## src/rtl/zone_climate_ctrl_pkg.sv

```systemverilog
// zone_climate_ctrl_pkg: shared state encoding and counter sizing for the climate controller.
package zone_climate_ctrl_pkg;

    typedef enum logic [1:0] {
        IDLE = 2'd0,
        HEAT = 2'd1,
        COOL = 2'd2,
        REST = 2'd3
    } zone_state_e;

    function automatic int cnt_width(input int min_on, input int rest_cyc);
        int m;
        m = (min_on > rest_cyc) ? min_on : rest_cyc;
        return (m < 1) ? 1 : $clog2(m + 1);
    endfunction

endpackage

```

## src/rtl/zone_climate_ctrl_zone_fsm.sv

```systemverilog
// zone_fsm: one zone's heat/cool state machine with minimum-on time and rest interval.
module zone_fsm
    import zone_climate_ctrl_pkg::*;
#(
    parameter int MIN_ON   = 4,
    parameter int REST_CYC = 3,
    parameter int CW       = 3
) (
    input  logic clk,
    input  logic rst_n,
    input  logic en_i,
    input  logic heat_on_i,
    input  logic heat_done_i,
    input  logic cool_on_i,
    input  logic cool_done_i,
    output logic heat_o,
    output logic cool_o
);

    localparam logic [CW-1:0] ON_LD   = CW'((MIN_ON > 0) ? MIN_ON - 1 : 0);
    localparam logic [CW-1:0] REST_LD = CW'((REST_CYC > 0) ? REST_CYC - 1 : 0);
    localparam zone_state_e   EXIT_ST = (REST_CYC > 0) ? REST : IDLE;

    zone_state_e   state_q;
    logic [CW-1:0] cnt_q;
    logic          heat_q, cool_q;

    always_ff @(posedge clk or negedge rst_n) begin
        if (!rst_n) begin
            state_q <= IDLE;
            cnt_q   <= '0;
            heat_q  <= 1'b0;
            cool_q  <= 1'b0;
        end else begin
            case (state_q)
                IDLE: begin
                    if (en_i && heat_on_i) begin
                        state_q <= HEAT;
                        cnt_q   <= ON_LD;
                        heat_q  <= 1'b1;
                    end else if (en_i && cool_on_i) begin
                        state_q <= COOL;
                        cnt_q   <= ON_LD;
                        cool_q  <= 1'b1;
                    end
                end
                HEAT: begin
                    if (!en_i || (cnt_q == '0 && heat_done_i)) begin
                        state_q <= EXIT_ST;
                        cnt_q   <= REST_LD;
                        heat_q  <= 1'b0;
                    end else if (cnt_q != '0) begin
                        cnt_q <= cnt_q - CW'(1);
                    end
                end
                COOL: begin
                    if (!en_i || (cnt_q == '0 && cool_done_i)) begin
                        state_q <= EXIT_ST;
                        cnt_q   <= REST_LD;
                        cool_q  <= 1'b0;
                    end else if (cnt_q != '0) begin
                        cnt_q <= cnt_q - CW'(1);
                    end
                end
                default: begin
                    if (cnt_q != '0) cnt_q <= cnt_q - CW'(1);
                    else state_q <= IDLE;
                end
            endcase
        end
    end

    assign heat_o = heat_q;
    assign cool_o = cool_q;

endmodule

```

## src/rtl/zone_climate_ctrl.sv

```systemverilog
// zone_climate_ctrl: multi-zone hysteretic heat/cool controller with shared runtime thresholds.
module zone_climate_ctrl
    import zone_climate_ctrl_pkg::*;
#(
    parameter int WIDTH    = 8,
    parameter int ZONES    = 2,
    parameter int HYST     = 2,
    parameter int MIN_ON   = 4,
    parameter int REST_CYC = 3
) (
    input  logic                     clk,
    input  logic                     rst_n,
    input  logic [ZONES*WIDTH-1:0]   temp_i,
    input  logic [ZONES-1:0]         enable_i,
    input  logic [WIDTH-1:0]         heat_th_i,
    input  logic [WIDTH-1:0]         cool_th_i,
    output logic [ZONES-1:0]         heat_o,
    output logic [ZONES-1:0]         cool_o,
    output logic                     cfg_err_o
);

    localparam int TW = WIDTH + 2;
    localparam int CW = cnt_width(MIN_ON, REST_CYC);

    logic [TW-1:0] heat_th, cool_th, heat_off, cool_off;
    logic          cfg_ok;
    logic          cfg_err_q;

    // Two extra bits keep Heat_th+HYST and the validity sum from wrapping.
    assign heat_th  = TW'(heat_th_i);
    assign cool_th  = TW'(cool_th_i);
    assign heat_off = heat_th + TW'(HYST);
    assign cool_off = (cool_th >= TW'(HYST)) ? cool_th - TW'(HYST) : '0;
    assign cfg_ok   = cool_th >= heat_th + TW'(2 * HYST);

    always_ff @(posedge clk or negedge rst_n) begin
        if (!rst_n) cfg_err_q <= 1'b0;
        else cfg_err_q <= !cfg_ok;
    end

    assign cfg_err_o = cfg_err_q;

    for (genvar i = 0; i < ZONES; i++) begin : g_zone
        logic [TW-1:0] t;
        assign t = TW'(temp_i[i*WIDTH +: WIDTH]);
        zone_fsm #(
            .MIN_ON  (MIN_ON),
            .REST_CYC(REST_CYC),
            .CW      (CW)
        ) u_fsm (
            .clk        (clk),
            .rst_n      (rst_n),
            .en_i       (enable_i[i] & cfg_ok),
            .heat_on_i  (t < heat_th),
            .heat_done_i(t >= heat_off),
            .cool_on_i  (t > cool_th),
            .cool_done_i(t <= cool_off),
            .heat_o     (heat_o[i]),
            .cool_o     (cool_o[i])
        );
    end

endmodule

```

## config.mk

```make
export PLATFORM = sky130hd
export DESIGN_NAME = zone_climate_ctrl
export DESIGN_NICKNAME = d
export VERILOG_FILES = /design/src/rtl/zone_climate_ctrl_pkg.sv /design/src/rtl/zone_climate_ctrl_zone_fsm.sv /design/src/rtl/zone_climate_ctrl.sv
export SDC_FILE = /design/constraint.sdc
export NUM_CORES = 1
export LEC_CHECK = 0
export BUFFER_PORTS_ARGS = -buffer_cell sky130_fd_sc_hd__buf_2
export CORE_UTILIZATION = 50
export DETAILED_ROUTE_END_ITERATION = 10
export PLACE_DENSITY = 0.77
export SETUP_SLACK_MARGIN = 0.4
export SLEW_MARGIN = 20
export SYNTH_ARGS = -nofsm -noshare
export SYNTH_HDL_FRONTEND = slang
export SYNTH_SLANG_ARGS = --single-unit
```

## constraint.sdc

```tcl
create_clock -name clk -period 2.2 [get_ports clk]
set_input_delay 0.44 -clock clk [delete_from_list [all_inputs] [get_ports clk]]
set_output_delay 0.44 -clock clk [all_outputs]
set_load 0.1 [all_outputs]
```

### Yosys cells after proc, flatten, opt, wreduce, memory -nomap -nowiden

Index checks and enable logic that the tools add are counted.

| storage, ports and cells | value |
|---|---|
| output and inout bits | 5 |
| logic and storage cells | 114 |
| flip-flop bits (word level) | 15 |
| input port bits | 36 |

| operators by class | value |
|---|---|
| $lt $le $gt $ge | 10 |
| bitwise logic cells | 2 |
| equal/unequal tests | 18 |
| reductions and logical operators | 31 |
| $add $sub $neg | 5 |
| multiplexer cells | 39 |

Operator list:

| kind | count |
|---|---|
| two-way mux 3 bit | 10 |
| greater-or-equal comparator 8 x 9 -> 1 bit | 3 |
| <= comparator 8 x 10 -> 1 bit | 2 |
| two-way mux 2 bit | 10 |
| case mux 3 bit (3 select lines) | 2 |
| greater-than comparator 8 bit | 2 |
| < comparator 8 bit | 2 |
| inequality test 2 x 1 -> 1 bit, second input constant | 8 |
| AND reduction 4 bit | 4 |
| case mux 2 bit (3 select lines) | 2 |
| two-way mux 1 bit | 10 |
| two-way mux 10 bit | 1 |
| adder 8 x 2 -> 9 bit, second input constant | 1 |
| adder 8 x 3 -> 9 bit, second input constant | 1 |
| subtractor 8 x 2 -> 9 bit, second input constant | 1 |
| greater-or-equal comparator 8 x 2 -> 1 bit, second input constant | 1 |
| logical AND 1 bit | 8 |
| inequality test 4 bit, second input constant | 2 |
| case mux 1 bit (2 select lines) | 4 |
| nonzero test 2 bit | 4 |
| logical NOT 3 bit | 2 |
| inequality test 3 x 1 -> 1 bit, second input constant | 2 |
| AND reduction 3 bit | 2 |
| nonzero test 3 bit | 2 |
| other kinds (8) | 19 |

### Longest topological paths before layout

| depth | value |
|---|---|
| depth after elaboration | 7 |
| gate-level depth with buffers | 15 |
| gate-level depth less buffers | 14 |

### Cells and area by module

From an unflattened synthesis, not the netlist that was laid out.

| unflattened totals | value |
|---|---|
| cell total of the unflattened synthesis | 391 |
| area total of the unflattened synthesis | 3,135.5 µm² |

Modules (own cells, without submodules):

| module | times used | area each (µm²) | sequential area each (µm²) | cells each |
|---|---|---|---|---|
| zone_climate_ctrl | 1 | 1,940.6 | 25.0 | 250 |
| zone_fsm at g_zone[0].u_fsm | 1 | 606.8 | 175.2 | 70 |
| zone_fsm at g_zone[1].u_fsm | 1 | 588.1 | 175.2 | 71 |

### Worst setup path after synthesis

No wires, ideal clock.

| path | value |
|---|---|
| path kind | input-to-reg |
| start | input cool_th_i[1] |
| end | register g_zone[1].u_fsm.state_q[0] |
| arrival | 2.979 ns |
| setup time | 0.128 ns |
| buffers on the path | 1 |
| required time | 2.072 ns |
| setup slack | -0.907 ns |
| cell stages on the path | 15 |
| path through | inv_1 ha_1 nand2_1 or3_1 clkbuf_1 nand2_1 ha_1 and3_1 o2111ai_1 nand4_1 a31oi_1 nor2b_4 o2bb2ai_4 nor3_2 mux2_1 |

| between the ends | value |
|---|---|
| longest elaborated chain between the ends | 7 |
| elaborated cells between the ends (all ways) | 19 |
| classes of those cells | add/sub (1); order compare (4); eq/ne (3); mux (3); bitwise (1); reduce/logical (7) |

RTL lines:

| what | line | RTL |
|---|---|---|
| start, declared | zone_climate_ctrl.sv:16 | `input logic [WIDTH-1:0] cool_th_i,` |
| subtractor 8 x 2 -> 9 bit or greater-or-equal comparator 8 x 2 -> 1 bit (tied branches) | zone_climate_ctrl.sv:33 | `assign cool_off = (cool_th >= TW'(HYST)) ? cool_th - TW'(HYST) : '0;` |
| two-way mux 10 bit | zone_climate_ctrl.sv:33 |  |
| <= comparator 8 x 10 -> 1 bit | zone_climate_ctrl.sv:57 | `.cool_done_i(t <= cool_off),` |
| logical AND 1 bit | zone_climate_ctrl_zone_fsm.sv:57 | `if (!en_i \|\| (cnt_q == '0 && cool_done_i)) begin` |
| logical OR 1 bit | zone_climate_ctrl_zone_fsm.sv:57 |  |
| inequality test 2 x 1 -> 1 bit (no line) | -- |  |
| AND reduction 4 bit (no line) | -- |  |
| end signal, assigned | zone_climate_ctrl_zone_fsm.sv:49 | `state_q <= EXIT_ST;` |
| end signal, assigned | zone_climate_ctrl_zone_fsm.sv:58 | `state_q <= EXIT_ST;` |
| end signal, assigned | zone_climate_ctrl_zone_fsm.sv:67 | `else state_q <= IDLE;` |
| end, declared | zone_climate_ctrl_zone_fsm.sv:24 | `zone_state_e state_q;` |

Several ways; a longest one is shown, not always the timed one.
A chain may end at the register's enable or synchronous reset.

### Final worst setup path

| path | value |
|---|---|
| start | input cool_th_i[3] |
| end | register g_zone[0].u_fsm.cnt_q[0] |

| between the ends | value |
|---|---|
| longest elaborated chain between the ends | 7 |
| elaborated cells between the ends (all ways) | 18 |
| classes of those cells | add/sub (1); order compare (4); eq/ne (1); mux (5); bitwise (1); reduce/logical (6) |

RTL lines:

| what | line | RTL |
|---|---|---|
| subtractor 8 x 2 -> 9 bit or greater-or-equal comparator 8 x 2 -> 1 bit (tied branches) | zone_climate_ctrl.sv:33 |  |
| two-way mux 10 bit | zone_climate_ctrl.sv:33 |  |
| <= comparator 8 x 10 -> 1 bit | zone_climate_ctrl.sv:57 |  |
| logical AND 1 bit | zone_climate_ctrl_zone_fsm.sv:57 |  |
| logical OR 1 bit | zone_climate_ctrl_zone_fsm.sv:57 |  |
| two-way mux 3 bit | zone_climate_ctrl_zone_fsm.sv:57 |  |
| case mux 3 bit (3 select lines) | zone_climate_ctrl_zone_fsm.sv:35 | `case (state_q)` |
| end signal, assigned | zone_climate_ctrl_zone_fsm.sv:53 | `cnt_q <= cnt_q - CW'(1);` |
| end signal, assigned | zone_climate_ctrl_zone_fsm.sv:62 | `cnt_q <= cnt_q - CW'(1);` |
| end signal, assigned | zone_climate_ctrl_zone_fsm.sv:66 | `if (cnt_q != '0) cnt_q <= cnt_q - CW'(1);` |
| end, declared | zone_climate_ctrl_zone_fsm.sv:25 | `logic [CW-1:0] cnt_q;` |

Several ways; a longest one is shown, not always the timed one.

==> out/summary.txt <==
=================================================================================
DRT iter0 DRCs                                                                163
Die area                                                                 6590 um2
Proportion of layout cells with a drive suffix above 1                      37.3%
CTS H-tree lvls                                                                 1
Yosys warning count                                                             0
Unrepaired setup endpoints after global routing                               yes
Achievable frequency                                                      334 MHz
Primary flip-flop cell chosen by synthesis mapping                        dfrtp_1
Total Routing Usage GR                                                      30.1%
Category of the worst setup path capture point                               flop
Post-cts hold buffer count                                                      0
Leakage power figure                                                      2.22 nW
Register-to-register path setup slack                                    -0.10 ns
Critical setup path kind                                                in -> reg
Commonest non-fill, non-tap cell in the layout                              buf_4
Worst skew pair latency                                                   0.25 ns
Post-layout worst setup margin                                          -0.790 ns
Post-synth EDFFs                                                                0
Fin nets                                                                      621
# Max-Cap Violations                                                            0
Die width                                                                 81.2 um
Port Buf Inserts                                                               40
Post-Syn Area                                                            3130 um2
Deepest clock path buffer count                                                 2
Seq/Total Area, Yosys                                                       12.0%
Drt pass-1 iters                                                                4
Violations in the final reports                                      negative setup slack
Pin count of the biggest net entering global routing                           16
Area inside the core boundary                                            5990 um2
Post-route fraction of the period consumed by the critical path              136%
Total count of hold-check failures in the final report                          0
Cell area after layout                                                   4400 um2
Number of failing setup endpoints in the final timing report                   14
Total Routed Length                                                       9.37 mm
Detail-routed via count per cell                                             5.75
Number of cells produced by synthesis                                         374
Syn avg cell area                                                        8.38 um2
Via count of the first global-routing pass                                   3415
Area fraction of the dominant cell type after synthesis                     33.9%
Post-synthesis net count                                                      495
Remaining routing DRC violations                                                0
Number of antenna-violating nets in the routed design                           0
Run status                                                           complete, but fails checks
Antenna violations before repair                                                0
Launching element type of the critical path                            input port
Largest cells by area after synthesis                                ha_1 (34%), dfrtp_1 (12%), a21oi_1 (4.2%), inv_1 (4.1%), nand2_1 (3.6%)
Residual overflow from global routing                                           0
Number of fillers in the final layout                                         421
Utilization of the core after routing                                       73.4%
Req. time, crit path                                                      2.35 ns
Overall die height                                                        81.2 um
Wire length of the first global-routing pass                              15.3 mm
Commonest cells after routing, fill and taps aside                   buf_4 (81), ha_1 (80), buf_2 (36), inv_1 (34), nand2_1 (25)
Placed inst area                                                         4130 um2
Final slew viol count                                                           0
Post-route setup TNS                                                     -7.75 ns
Final critical-path required period                                       2.99 ns
Arrival time reported for the critical path endpoint                      3.14 ns
Clock tree from TritonCTS                                                   built
Number of distinct library cells after synthesis                               61
Worst r2r src                                                        g_zone[0].u_fsm.cnt_q[0]
Synthesis-stage register bit count                                             15
Standard-cell row count                                                        28
Number of CTS-inserted buffers                                                  3
Share of async-settable or async-resettable flops after synthesis            100%
Post-Place Setup Slack                                                   -1.12 ns
Cell accounting for the most synthesized area                                ha_1
Peak supply drop                                                         0.844 mV
Worst reg2reg endpoint                                               g_zone[0].u_fsm.cnt_q[0]
Half-perimeter wire length after detailed placement                       7.76 mm
Worst hold slack across all endpoints                                   0.0912 ns
Maximum clock skew at final layout                                     0.00294 ns
Worst Max-Slew Pin Slew                                                  0.589 ns
Worst Reg2Reg Path Length in Cells                                              9
Average wire length per cell after detail routing                         16.3 um
Clock slew seen by the registers of the worst setup and hold paths        0.07 ns
Syn-to-layout area delta                                                    40.2%
Sink count of the clock tree                                                   15
Remaining max-slew budget at the tightest pin                               60.4%
Initial standard-cell utilization of the core                               52.3%
Number of vias after detailed routing                                        3301
Global placer's final weighted congestion                                   0.943
Max FO, Critical Path                                                           6
Number of top-level pins                                                       41
Root Buffer                                                              clkbuf_8
Antenna Diode Count                                                             0
Power density of the placed cells                                      779 nW/um2
Worst hold-check path type                                            in -> async
=================================================================================
synthesized netlist by cell type, types with 8 or more instances:
library cell and instances:
a21oi_1 26, nand2_1 30, nand2b_1 8, dfrtp_1 15, xnor2_1 12, nand3_1 17
inv_1 34, nor2_1 19, ha_1 85, a21o_1 9, o21ai_0 15
what timing repair did:
item / CTS / global route
resized for setup: 36 / 8
buffers inserted: 3 / 1
setup endpoints to repair: 15 / 15
endpoints found under the hold margin: 0 / 0
pin swaps: 19 / 10
how the worst max path moves through the flow:
stage | start | end | slack, ns
after floorplan | cool_th_i[4] | g_zone[1].u_fsm.state_q[0] | -0.84
after global placement | cool_th_i[4] | g_zone[0].u_fsm.cnt_q[0] | -1.04
after detailed placement | cool_th_i[4] | g_zone[0].u_fsm.cnt_q[0] | -1.12
after CTS | cool_th_i[3] | g_zone[0].u_fsm.cnt_q[0] | -0.83
after global routing | cool_th_i[3] | g_zone[0].u_fsm.state_q[1] | -0.89
final | cool_th_i[3] | g_zone[0].u_fsm.cnt_q[0] | -0.79
logic make-up after synthesis:
family                     synth area share, %
AOI/OAI and AO/OA                         22.4
adders and majority gates                 33.9
DFF                                       12.0
and+or+nand+nor                           20.3
buffers and inverters                     5.99
muxes                                     1.84
xor gates and xnor gates                  3.63
cell type report:
type                    count  area [um2]  area share, %
well taps                  75        93.8           2.13
flip-flops and latches     15         375           8.54
clock inverters             1        5.00          0.114
multi-input cells         315        2790           63.4
clock buffers               3        41.3          0.939
inverters                  37         154           3.50
repair buffers            128         937           21.3
state kept, by name, summed over array words and instances (netlist names):
| register | count |
|---|---|
| g_zone.u_fsm.cnt_q | 6 |
| g_zone.u_fsm.heat_o | 2 |
| cfg_err_o | 1 |
| g_zone.u_fsm.state_q | 4 |
| g_zone.u_fsm.cool_o | 2 |
layer usage:
layer / part of all wire (%) / vias up / global-route usage, %
met5: 0 / - / 0
met4: 3.2 / 0 / 11.6
met3: 4.3 / 29 / 3.37
met2: 50 / 98 / 54.0
met1: 43 / 1554 / 36.3
li1: - / 1620 / -
per-stage QoR:
step	instances	power, W
floorplan	374	0.00225
global placement	566	0.00284
detailed placement	566	0.00295
CTS	573	0.00337
global route	574	0.00369
finish	574	0.00342
worst max-delay path, cell delays in order:
cell       delay, ns
buf_8           0.10
nor4_4          0.27
nand2_1         0.10
or3_4           0.39
nand2_4         0.09
ha_4            0.20
nor2b_4         0.12
o2111ai_1       0.19
a31oi_1         0.11
o211ai_1        0.31
a21oi_2         0.11
a221oi_2        0.35
o32ai_2         0.14
a22o_1          0.22
power by group:
group          internal (W)  switching [W]  leakage, nW
logic               0.00114        0.00151         2.01
registers          0.000416       0.000120        0.182
clock network      0.000126       0.000111       0.0255
Note: power is estimated with default switching activity, not from simulation.
